===== src/rtl/mmi_cmd_engine.sv =====
// Byte-wide command executor for the peripheral register block: WRITE, FILL, COPY
// and READ against a local SRAM, with busy/done handshake and sticky error flags.
module mmi_cmd_engine #(
    parameter int MEM_AW = 8
) (
    input  logic              clk,
    input  logic              rst_n,
    input  logic              cmd_valid,
    input  logic [7:0]        cmd,
    input  logic [7:0]        data,
    input  logic [MEM_AW-1:0] addr_src,
    input  logic [MEM_AW-1:0] addr_dest,
    input  logic [7:0]        addr_th,
    output logic [MEM_AW-1:0] mem_addr,
    output logic [7:0]        mem_wdata,
    output logic              mem_we,
    output logic              mem_re,
    input  logic [7:0]        mem_rdata,
    output logic              busy,
    output logic              done,
    output logic [7:0]        rd_data,
    output logic              err_cmd,
    output logic              err_busy
);

    localparam logic [7:0] OP_CLR   = 8'h00;
    localparam logic [7:0] OP_WRITE = 8'h01;
    localparam logic [7:0] OP_FILL  = 8'h02;
    localparam logic [7:0] OP_COPY  = 8'h03;
    localparam logic [7:0] OP_READ  = 8'h04;

    typedef enum logic [2:0] {
        IDLE, WR1, FILL, CP_RD, CP_WR, RD_REQ, RD_CAP
    } state_t;

    typedef struct packed {
        logic [7:0]        data;
        logic [MEM_AW-1:0] src;
        logic [MEM_AW-1:0] dst;
        logic [7:0]        len;
    } op_t;

    state_t            state, state_n;
    op_t               op, op_n;
    logic [7:0]        idx, idx_n;
    logic [MEM_AW-1:0] addr_q, addr_n;
    logic [7:0]        wdata_q, wdata_n;
    logic              we_q, we_n, re_q, re_n;
    logic              busy_q, busy_n, done_q, done_n;
    logic [7:0]        rd_q, rd_n;
    logic              errc_q, errc_n, errb_q, errb_n;
    logic              last;

    assign last = (idx == op.len - 8'd1);

    always_comb begin
        state_n = state;
        op_n    = op;
        idx_n   = idx;
        addr_n  = '0;
        wdata_n = wdata_q;
        we_n    = 1'b0;
        re_n    = 1'b0;
        busy_n  = 1'b0;
        done_n  = 1'b0;
        rd_n    = rd_q;
        errc_n  = errc_q;
        errb_n  = errb_q;

        case (state)
            IDLE: begin
                if (cmd_valid) begin
                    op_n  = '{data, addr_src, addr_dest, addr_th};
                    idx_n = 8'd0;
                    case (cmd)
                        OP_CLR: begin
                            errc_n = 1'b0;
                            errb_n = 1'b0;
                            done_n = 1'b1;
                        end
                        OP_WRITE: begin
                            state_n = WR1;
                            we_n    = 1'b1;
                            addr_n  = addr_dest;
                            wdata_n = data;
                            busy_n  = 1'b1;
                        end
                        OP_FILL: begin
                            if (addr_th == 8'd0) begin
                                done_n = 1'b1;
                            end else begin
                                state_n = FILL;
                                we_n    = 1'b1;
                                addr_n  = addr_dest;
                                wdata_n = data;
                                busy_n  = 1'b1;
                            end
                        end
                        OP_COPY: begin
                            if (addr_th == 8'd0) begin
                                done_n = 1'b1;
                            end else begin
                                state_n = CP_RD;
                                re_n    = 1'b1;
                                addr_n  = addr_src;
                                busy_n  = 1'b1;
                            end
                        end
                        OP_READ: begin
                            state_n = RD_REQ;
                            re_n    = 1'b1;
                            addr_n  = addr_src;
                            busy_n  = 1'b1;
                        end
                        default: begin
                            errc_n = 1'b1;
                            done_n = 1'b1;
                        end
                    endcase
                end
            end
            WR1: begin
                state_n = IDLE;
                done_n  = 1'b1;
            end
            FILL: begin
                if (last) begin
                    state_n = IDLE;
                    done_n  = 1'b1;
                end else begin
                    idx_n  = idx + 8'd1;
                    we_n   = 1'b1;
                    addr_n = MEM_AW'(op.dst + idx_n);
                    busy_n = 1'b1;
                end
            end
            CP_RD: begin
                state_n = CP_WR;
                we_n    = 1'b1;
                addr_n  = MEM_AW'(op.dst + idx);
                busy_n  = 1'b1;
            end
            CP_WR: begin
                if (last) begin
                    state_n = IDLE;
                    done_n  = 1'b1;
                end else begin
                    state_n = CP_RD;
                    idx_n   = idx + 8'd1;
                    re_n    = 1'b1;
                    addr_n  = MEM_AW'(op.src + idx_n);
                    busy_n  = 1'b1;
                end
            end
            RD_REQ: begin
                state_n = RD_CAP;
                busy_n  = 1'b1;
            end
            RD_CAP: begin
                state_n = IDLE;
                rd_n    = mem_rdata;
                done_n  = 1'b1;
            end
            default: state_n = IDLE;
        endcase

        // Commands arriving mid-operation are dropped; only the flag records them.
        if (cmd_valid && state != IDLE) errb_n = 1'b1;
    end

    always_ff @(posedge clk or negedge rst_n) begin
        if (!rst_n) begin
            state   <= IDLE;
            op      <= '0;
            idx     <= 8'd0;
            addr_q  <= '0;
            wdata_q <= 8'd0;
            we_q    <= 1'b0;
            re_q    <= 1'b0;
            busy_q  <= 1'b0;
            done_q  <= 1'b0;
            rd_q    <= 8'd0;
            errc_q  <= 1'b0;
            errb_q  <= 1'b0;
        end else begin
            state   <= state_n;
            op      <= op_n;
            idx     <= idx_n;
            addr_q  <= addr_n;
            wdata_q <= wdata_n;
            we_q    <= we_n;
            re_q    <= re_n;
            busy_q  <= busy_n;
            done_q  <= done_n;
            rd_q    <= rd_n;
            errc_q  <= errc_n;
            errb_q  <= errb_n;
        end
    end

    // Copy write data comes straight from the SRAM's registered read port so the
    // write can land the cycle right after the read.
    assign mem_wdata = (state == CP_WR) ? mem_rdata : wdata_q;
    assign mem_addr  = addr_q;
    assign mem_we    = we_q;
    assign mem_re    = re_q;
    assign busy      = busy_q;
    assign done      = done_q;
    assign rd_data   = rd_q;
    assign err_cmd   = errc_q;
    assign err_busy  = errb_q;

endmodule

===== config.mk =====
export PLATFORM = sky130hd
export DESIGN_NAME = mmi_cmd_engine
export DESIGN_NICKNAME = d
export VERILOG_FILES = /design/src/rtl/mmi_cmd_engine.sv
export SDC_FILE = /design/constraint.sdc
export NUM_CORES = 1
export LEC_CHECK = 0
export CORE_UTILIZATION = 48
export DETAILED_ROUTE_END_ITERATION = 12
export GPL_TIMING_DRIVEN = 0
export PLACE_DENSITY_LB_ADDON = 0.12
export REMOVE_ABC_BUFFERS = 1
export SYNTH_ARGS = -nofsm -noshare
export SYNTH_HDL_FRONTEND = slang
export SYNTH_SLANG_ARGS = --single-unit

===== constraint.sdc =====
create_clock -name clk -period 2.45 [get_ports clk]
set_clock_uncertainty 0.1 [all_clocks]
set_input_delay 0.735 -clock clk [delete_from_list [all_inputs] [get_ports clk]]
set_output_delay 0.735 -clock clk [all_outputs]
set_load 0.1 [all_outputs]

==> run_results.csv, run 1 <==
group,metric,value,unit
timing,slew_violations,0,
power_and_ir_drop,power_per_cell_area,469.7,nW/µm²
floorplanning,die_height,95.81,µm
floorplanning,die_area,9180,µm²
critical_path,worstSetupStartpointType,"flip-flop",
timing,slew-limit-headroom,0.3535,
synthesis,synth_cell_types,53,
power_and_ir_drop,peakVddDrop,0.3773,mV
clock_tree,cts-root-buf,"clkbuf_8",
min_path,worstHoldPathType,"reg -> reg",
synthesis,syn_area_per_cell,9.163,µm²
critical_path,crit_family,"flip-flops",
critical_path,path_cells,"nor3_4 > buf_6 > mux2_4 > buf_12",
floorplanning,row_count,33,
placed_design,hpwl,7396,µm
clock_tree,htree_levels,3,
synthesis,yosys_most_used_dff,"dfrtp_1",
clock_tree,clockBufferDepth,2,
timing,rsz0062_at_grt,"true",
synthesis,synth.ff_latch_count,65,
synthesis,synth-edff-count,0,
finish,drive_above_1_share,0.2997,
synthesis,synth_warnings,0,
job,timing.max_cap.violations,0,
placed_design,port_buffers,80,
finish,num-nets-final,648,
synthesis,synthCells,461,
clock_tree,clk_latency,0.36,ns
critical_path,critical_path_class,"reg -> out",
placed_design,dp_slack,-1.398,ns
clock_tree,clk_pin_slew_worst_paths,0.08,ns
timing,whs,0.3737,ns
synthesis,yosysTopAreaCell,"dfrtp_1",
status,violations,"setup timing",
route,wl,13140,µm
finish,n_antenna_cell,0,
synthesis,synthAdderAreaFrac,0.08531,
placed_design,post_dp_cell_area,5067,µm²
grt,grt_pass1_vias,3828,
synthesis,netlist_top_cells_area,"dfrtp_1 39%, nand2_1 8.9%, ha_1 7.1%",
critical_path,cp-end-kind,"output port",
clock_tree,cts_tree,"done",
critical_path,cp.required,1.62,ns
timing,period_share,1.036,
route,drc_errors,0,
floorplanning,die_w,95.81,µm
synthesis,synth_top_family_by_area,"simple AND/OR/NAND/NOR gates",
floorplanning,core_area,8382,µm²
critical_path,crit_path_top_delay_cell,"dfrtp_2",
critical_path,crit_arrival,1.70,ns
critical_path,reg2reg_from,"idx[1]",
timing,clock.fmax,393.8,MHz
critical_path,path_buf_inv,2,
finish,utilization,0.7364,
critical_path,crit_fanout,6,
finish,syn2layout_area_growth,46.12,%
timing,hold_viol_final,0,
synthesis,yosys.area_share.simple,0.1816,
power_and_ir_drop,power.total,2.899,mW
timing,final.setup.worst_slack,-0.08934,ns
placed_design,routabilityCongestion,0.8653,
synthesis,synthMuxAreaShare,0.06931,
synthesis,syn_area,4224,µm²
route,detail_route.wl_per_cell,19.36,µm
clock_tree,hold_buffers,0,
grt,grt_overflow,0,
floorplanning,initial_core_util,0.5040,
synthesis,yosysSeqAreaShare,0.3851,
route,drt-initial-drc-count,270,
finish,instances_no_fill,679,
status,status,"finished, violations left",
timing,fin_tns_setup,-0.6225,ns
synthesis,synthTopCellsByCount,"100 x nand2_1, 65 x dfrtp_1, 27 x xnor2_1, 26 x mux2_2, 24 x ha_1",
clock_tree,cts.sinks,65,
finish,postLayoutCellArea,6172,µm²
synthesis,synth_compound_area_frac,0.1671,
timing,setup_viol,11,
synthesis,synthXorXnorAreaFrac,0.07672,
grt,grt_max_degree,66,
grt,grt_pass1_wl,19090,µm
placed_design,place_inst,624,
power_and_ir_drop,power_leakage,2.742,nW
critical_path,crit_start,"state[1]",
synthesis,yosysMostFrequentCell,"nand2_1",
grt,antenna_found_initial,0,
timing,period_minus_slack,2.539,ns
timing,worst_pin_slew,0.9737,ns
route,ant_nets,0,
route,num_vias,3971,
clock_tree,cts_buffers,9,
grt,grt_usage,0.2804,
critical_path,slowest_delay,0.44,ns
synthesis,synth_top_area_share,0.3851,
route,dr.pass1.iters,6,
synthesis,postSynth.asyncResetShare,1.000,
min_path,worstHoldStart,"err_busy",
floorplanning,io_pins,81,
route,via_per_inst,5.848,
==> worst reg2reg max path, delay by kind of cell, from the launching register on <==
family          cells  cell delay [ns]
fa+ha+maj           2             0.52
compound gates      5             0.93
flops               1             0.47
xor+xnor            2             0.37
==> registers in the layout, summed over array words and instances, names as in the netlist <==
register and flops:
err_busy 1, mem_re 1, busy 1, op 24, mem_we 1, done 1
idx 8, wdata_q 8, rd_data 8, err_cmd 1, state 3, mem_addr 8
==> worst paths after layout <==
path | end | slack [ns] | cells after the start
worst max-delay path | mem_wdata[2] | -0.09 | 4
worst min-delay path | err_busy | 0.37 | 2
worst max register to register | mem_addr[7] | -0.03 | 9
worst min register to register | err_busy | 0.37 | 2
max in group asynchronous | state[2] | 1.25 | 1
min in group asynchronous | mem_addr[3] | 0.38 | 1
==> routing by layer <==
layer	GRT usage	vias up	share of wire
li1	-	1820	-
met1	0.3378	1980	0.41
met4	0.1157	0	0.023
met5	0	-	0
met2	0.4810	143	0.51
met3	0.06556	28	0.059
==> cells in the final DEF (no fill, tap or decap), types with 3 or more instances in the layout <==
cell type        count
o21bai_1             4
nor3_1               6
nand3_1              5
xor2_1               9
dfrtp_1             54
a22oi_2              5
mux2_4               8
ha_4                 9
a22oi_1              4
o221ai_2             4
clkbuf_8            13
xnor2_1             24
a21oi_2              4
ha_1                15
nor2b_1              7
buf_12               9
buf_6                4
o21ai_1              6
mux2_2              18
o21ai_0             12
nand2b_1             6
nand2_1             95
nor2_1              16
o22a_1               6
nand2_4              5
buf_4               32
dfrtp_2             11
clkdlybuf4s15_1      3
a21o_1               7
o211ai_1             4
o21a_1               3
a21oi_1             14
inv_1               12
clkdlybuf4s50_1     47
dlygate4sd2_1       17
==> cells by family after synthesis <==
group | count (synthesis)
muxes | 26
DFF | 65
buffers and inverters | 37
adders and majority gates | 27
AOI/OAI and AO/OA | 99
and+or+nand+nor | 170
xor gates and xnor gates | 37
==> layout make-up <==
type,count,area (µm²)
Multi-Input combinational cell,363,2978
Fill cell,585,2210
Sequential cell,65,1640
Timing Repair Buffer,116,1150
Clock buffer,13,178.9
Tap cell,105,131.4
Inverter,15,58.81
Clock inverter,2,35.03
==> power breakdown <==
part / total, mW / leakage (nW) / switching [mW] / internal, mW
logic: 0.694 / 1.82 / 0.406 / 0.288
registers: 1.19 / 0.816 / 0.0558 / 1.13
clock network: 1.02 / 0.112 / 0.445 / 0.574
total: 2.90 / 2.74 / 0.907 / 1.99
==> what timing repair did <==
| action | in CTS | in global routing |
|---|---|---|
| setup endpoints to repair | 85 | 43 |
| pin swaps | 9 | 28 |
| gates resized for setup | 152 | 62 |
| gates cloned | 3 | 2 |
| buffers inserted | 24 | 13 |
Power figures use the tool's default switching activity.
==> run 2, diff against run 1 <==
GPL_TIMING_DRIVEN = not set   (was 0)
==> run_results.csv, run 2 (same netlist as run 1, synthesis figures left out) <==
group,metric,value,unit
critical_path,crit_arrival,1.68,ns
timing,rsz0062_at_grt,"true",
grt,antenna_found_initial,0,
clock_tree,cts-root-buf,"clkbuf_8",
power_and_ir_drop,power_frac_clock,0.314,
power_and_ir_drop,peakVddDrop,0.3868,mV
clock_tree,clk_latency,0.36,ns
status,violations,"setup timing",
finish,mostFrequentLayoutCells,"97 x nand2_1, 81 x buf_4, 62 x dfrtp_1",
critical_path,cp.required,1.62,ns
timing,worst_pin_slew,0.6014,ns
finish,drive_above_1_share,0.3278,
floorplanning,core_area,8382,µm²
floorplanning,die_area,9180,µm²
route,drc_errors,0,
critical_path,critical_path_class,"reg -> out",
floorplanning,row_count,33,
finish,nFillCells,608,
finish,n_antenna_cell,0,
floorplanning,die_w,95.81,µm
grt,grt_max_degree,66,
grt,grt_pass1_vias,3948,
finish,num-nets-final,677,
floorplanning,initial_core_util,0.5040,
finish,syn2layout_area_growth,45.73,%
route,dr.pass1.iters,5,
timing,period_minus_slack,2.513,ns
clock_tree,htree_levels,3,
power_and_ir_drop,power_per_cell_area,444.2,nW/µm²
power_and_ir_drop,internal-power,1.810,mW
floorplanning,die_height,95.81,µm
critical_path,cp-end-kind,"output port",
clock_tree,cts_buffers,9,
power_and_ir_drop,p_comb_frac,0.254,
power_and_ir_drop,p_seq_frac,0.432,
clock_tree,cts.sinks,65,
critical_path,worstSetupStartpointType,"flip-flop",
placed_design,port_buffers,80,
grt,grt_pass1_wl,18590,µm
min_path,worstHoldPathType,"in -> async",
route,drt-initial-drc-count,193,
grt,grt_overflow,0,
timing,slew_violations,0,
clock_tree,cts_tree,"done",
critical_path,crit_fanout,8,
route,ant_nets,0,
timing,final.setup.worst_slack,-0.06295,ns
timing,clock.fmax,397.9,MHz
route,via_per_inst,5.499,
route,wl,11900,µm
finish,largest_register_ff_count,24,
timing,hold_viol_final,0,
route,detail_route.wl_per_cell,16.79,µm
floorplanning,io_pins,81,
clock_tree,clockBufferDepth,2,
timing,slew-limit-headroom,0.5979,
grt,grt_usage,0.2668,
placed_design,routabilityCongestion,0.8673,
power_and_ir_drop,switchingPower,0.9243,mW
timing,setup_viol,10,
status,status,"finished, violations left",
power_and_ir_drop,power_leakage,2.813,nW
placed_design,hpwl,8327,µm
power_and_ir_drop,p_sw_frac,0.3381,
finish,final_common_cell,"nand2_1",
power_and_ir_drop,power.total,2.734,mW
timing,period_share,1.026,
timing,fin_tns_setup,-0.5001,ns
finish,top_register,"op",
job,timing.max_cap.violations,0,
clock_tree,clk_pin_slew_worst_paths,0.08,ns
route,num_vias,3899,
[run 2: changes by cell type in the layout (fill, tap and decap cells not counted), sizes merged, moves of 3 or more]
cell	change
clkinv	+3
buf	+55
clkbuf	-6
dlygate4sd2	-17
clkdlybuf4s15	-3
[run 2: worst paths after layout]
path	endpoint	slack, ns	start	cells past startpoint
min in group clk	err_busy	0.39	err_busy	2
max in group asynchronous	done	1.65	rst_n	2
hold reg to reg	err_busy	0.39	err_busy	2
hold / removal	mem_re	0.27	rst_n	2
setup / recovery	mem_wdata[1]	-0.06	state[2]	5
setup reg to reg	done	-0.03	op[0]	8
[run 2: power by group through the flow]
stage          registers, mW  logic, mW  clock network (mW)
6_report                1.18      0.695               0.858
5_1_grt                 1.19      0.749               0.906
4_1_cts                 1.17      0.662               0.869
3_5_place_dp            1.19      0.652                   0
3_3_place_gp            1.19      0.637                   0
2_1_floorplan           1.26      0.301                   0
[run 2: final cells by class]
type,instances,area (µm²),share of cell area
clock inverter,7,52.55,0.008537
multi-input combinational,359,2750,0.4467
inverter,15,56.30,0.009146
clock buffer,9,123.9,0.02012
sequential,65,1630,0.2648
timing repair buffer,149,1411,0.2293
tap,105,131.4,0.02134
[run 2: metal layers]
layer / vias up / global-route usage / wire [µm]
met5: - / 0 / 0
met4: 0 / 0.1057 / 302
met3: 28 / 0.05608 / 578
met2: 99 / 0.4506 / 5976
met1: 1885 / 0.3327 / 5045
li1: 1887 / - / -
[run 2: metrics by stage]
stage	util	area [µm²]	hold WS [ns]	std cells	worst slack, ns
2_1_floorplan	-	4133	0.3394	439	-0.4637
3_3_place_gp	0.6628	5555	0.3659	680	-0.2499
3_5_place_dp	0.6628	5555	0.3601	680	-0.3211
4_1_cts	0.6976	5847	0.3108	700	-0.07806
5_1_grt	0.7344	6156	0.3274	709	-0.1414
6_report	0.7344	6156	0.2704	709	-0.06295
[run 2: critical path, stage by stage, from the launching register on]
cell and delay, ns:
dfrtp_1 0.36, inv_2 0.07, nor3_4 0.20, buf_6 0.19
mux2_4 0.33, buf_12 0.17
[run 2: timing repair]
action	4_1_cts	5_1_grt
gates resized for setup	19	56
pin swaps	7	17
endpoints found under the setup margin	20	34
setup buffers	4	9
hold buffers	0	0
==> run 3, diff against run 2 <==
SLEW_MARGIN = 25   (was not set)
==> results of run 3 <==
Same layout as run 2: the final DEF is identical, and so are final timing and power.
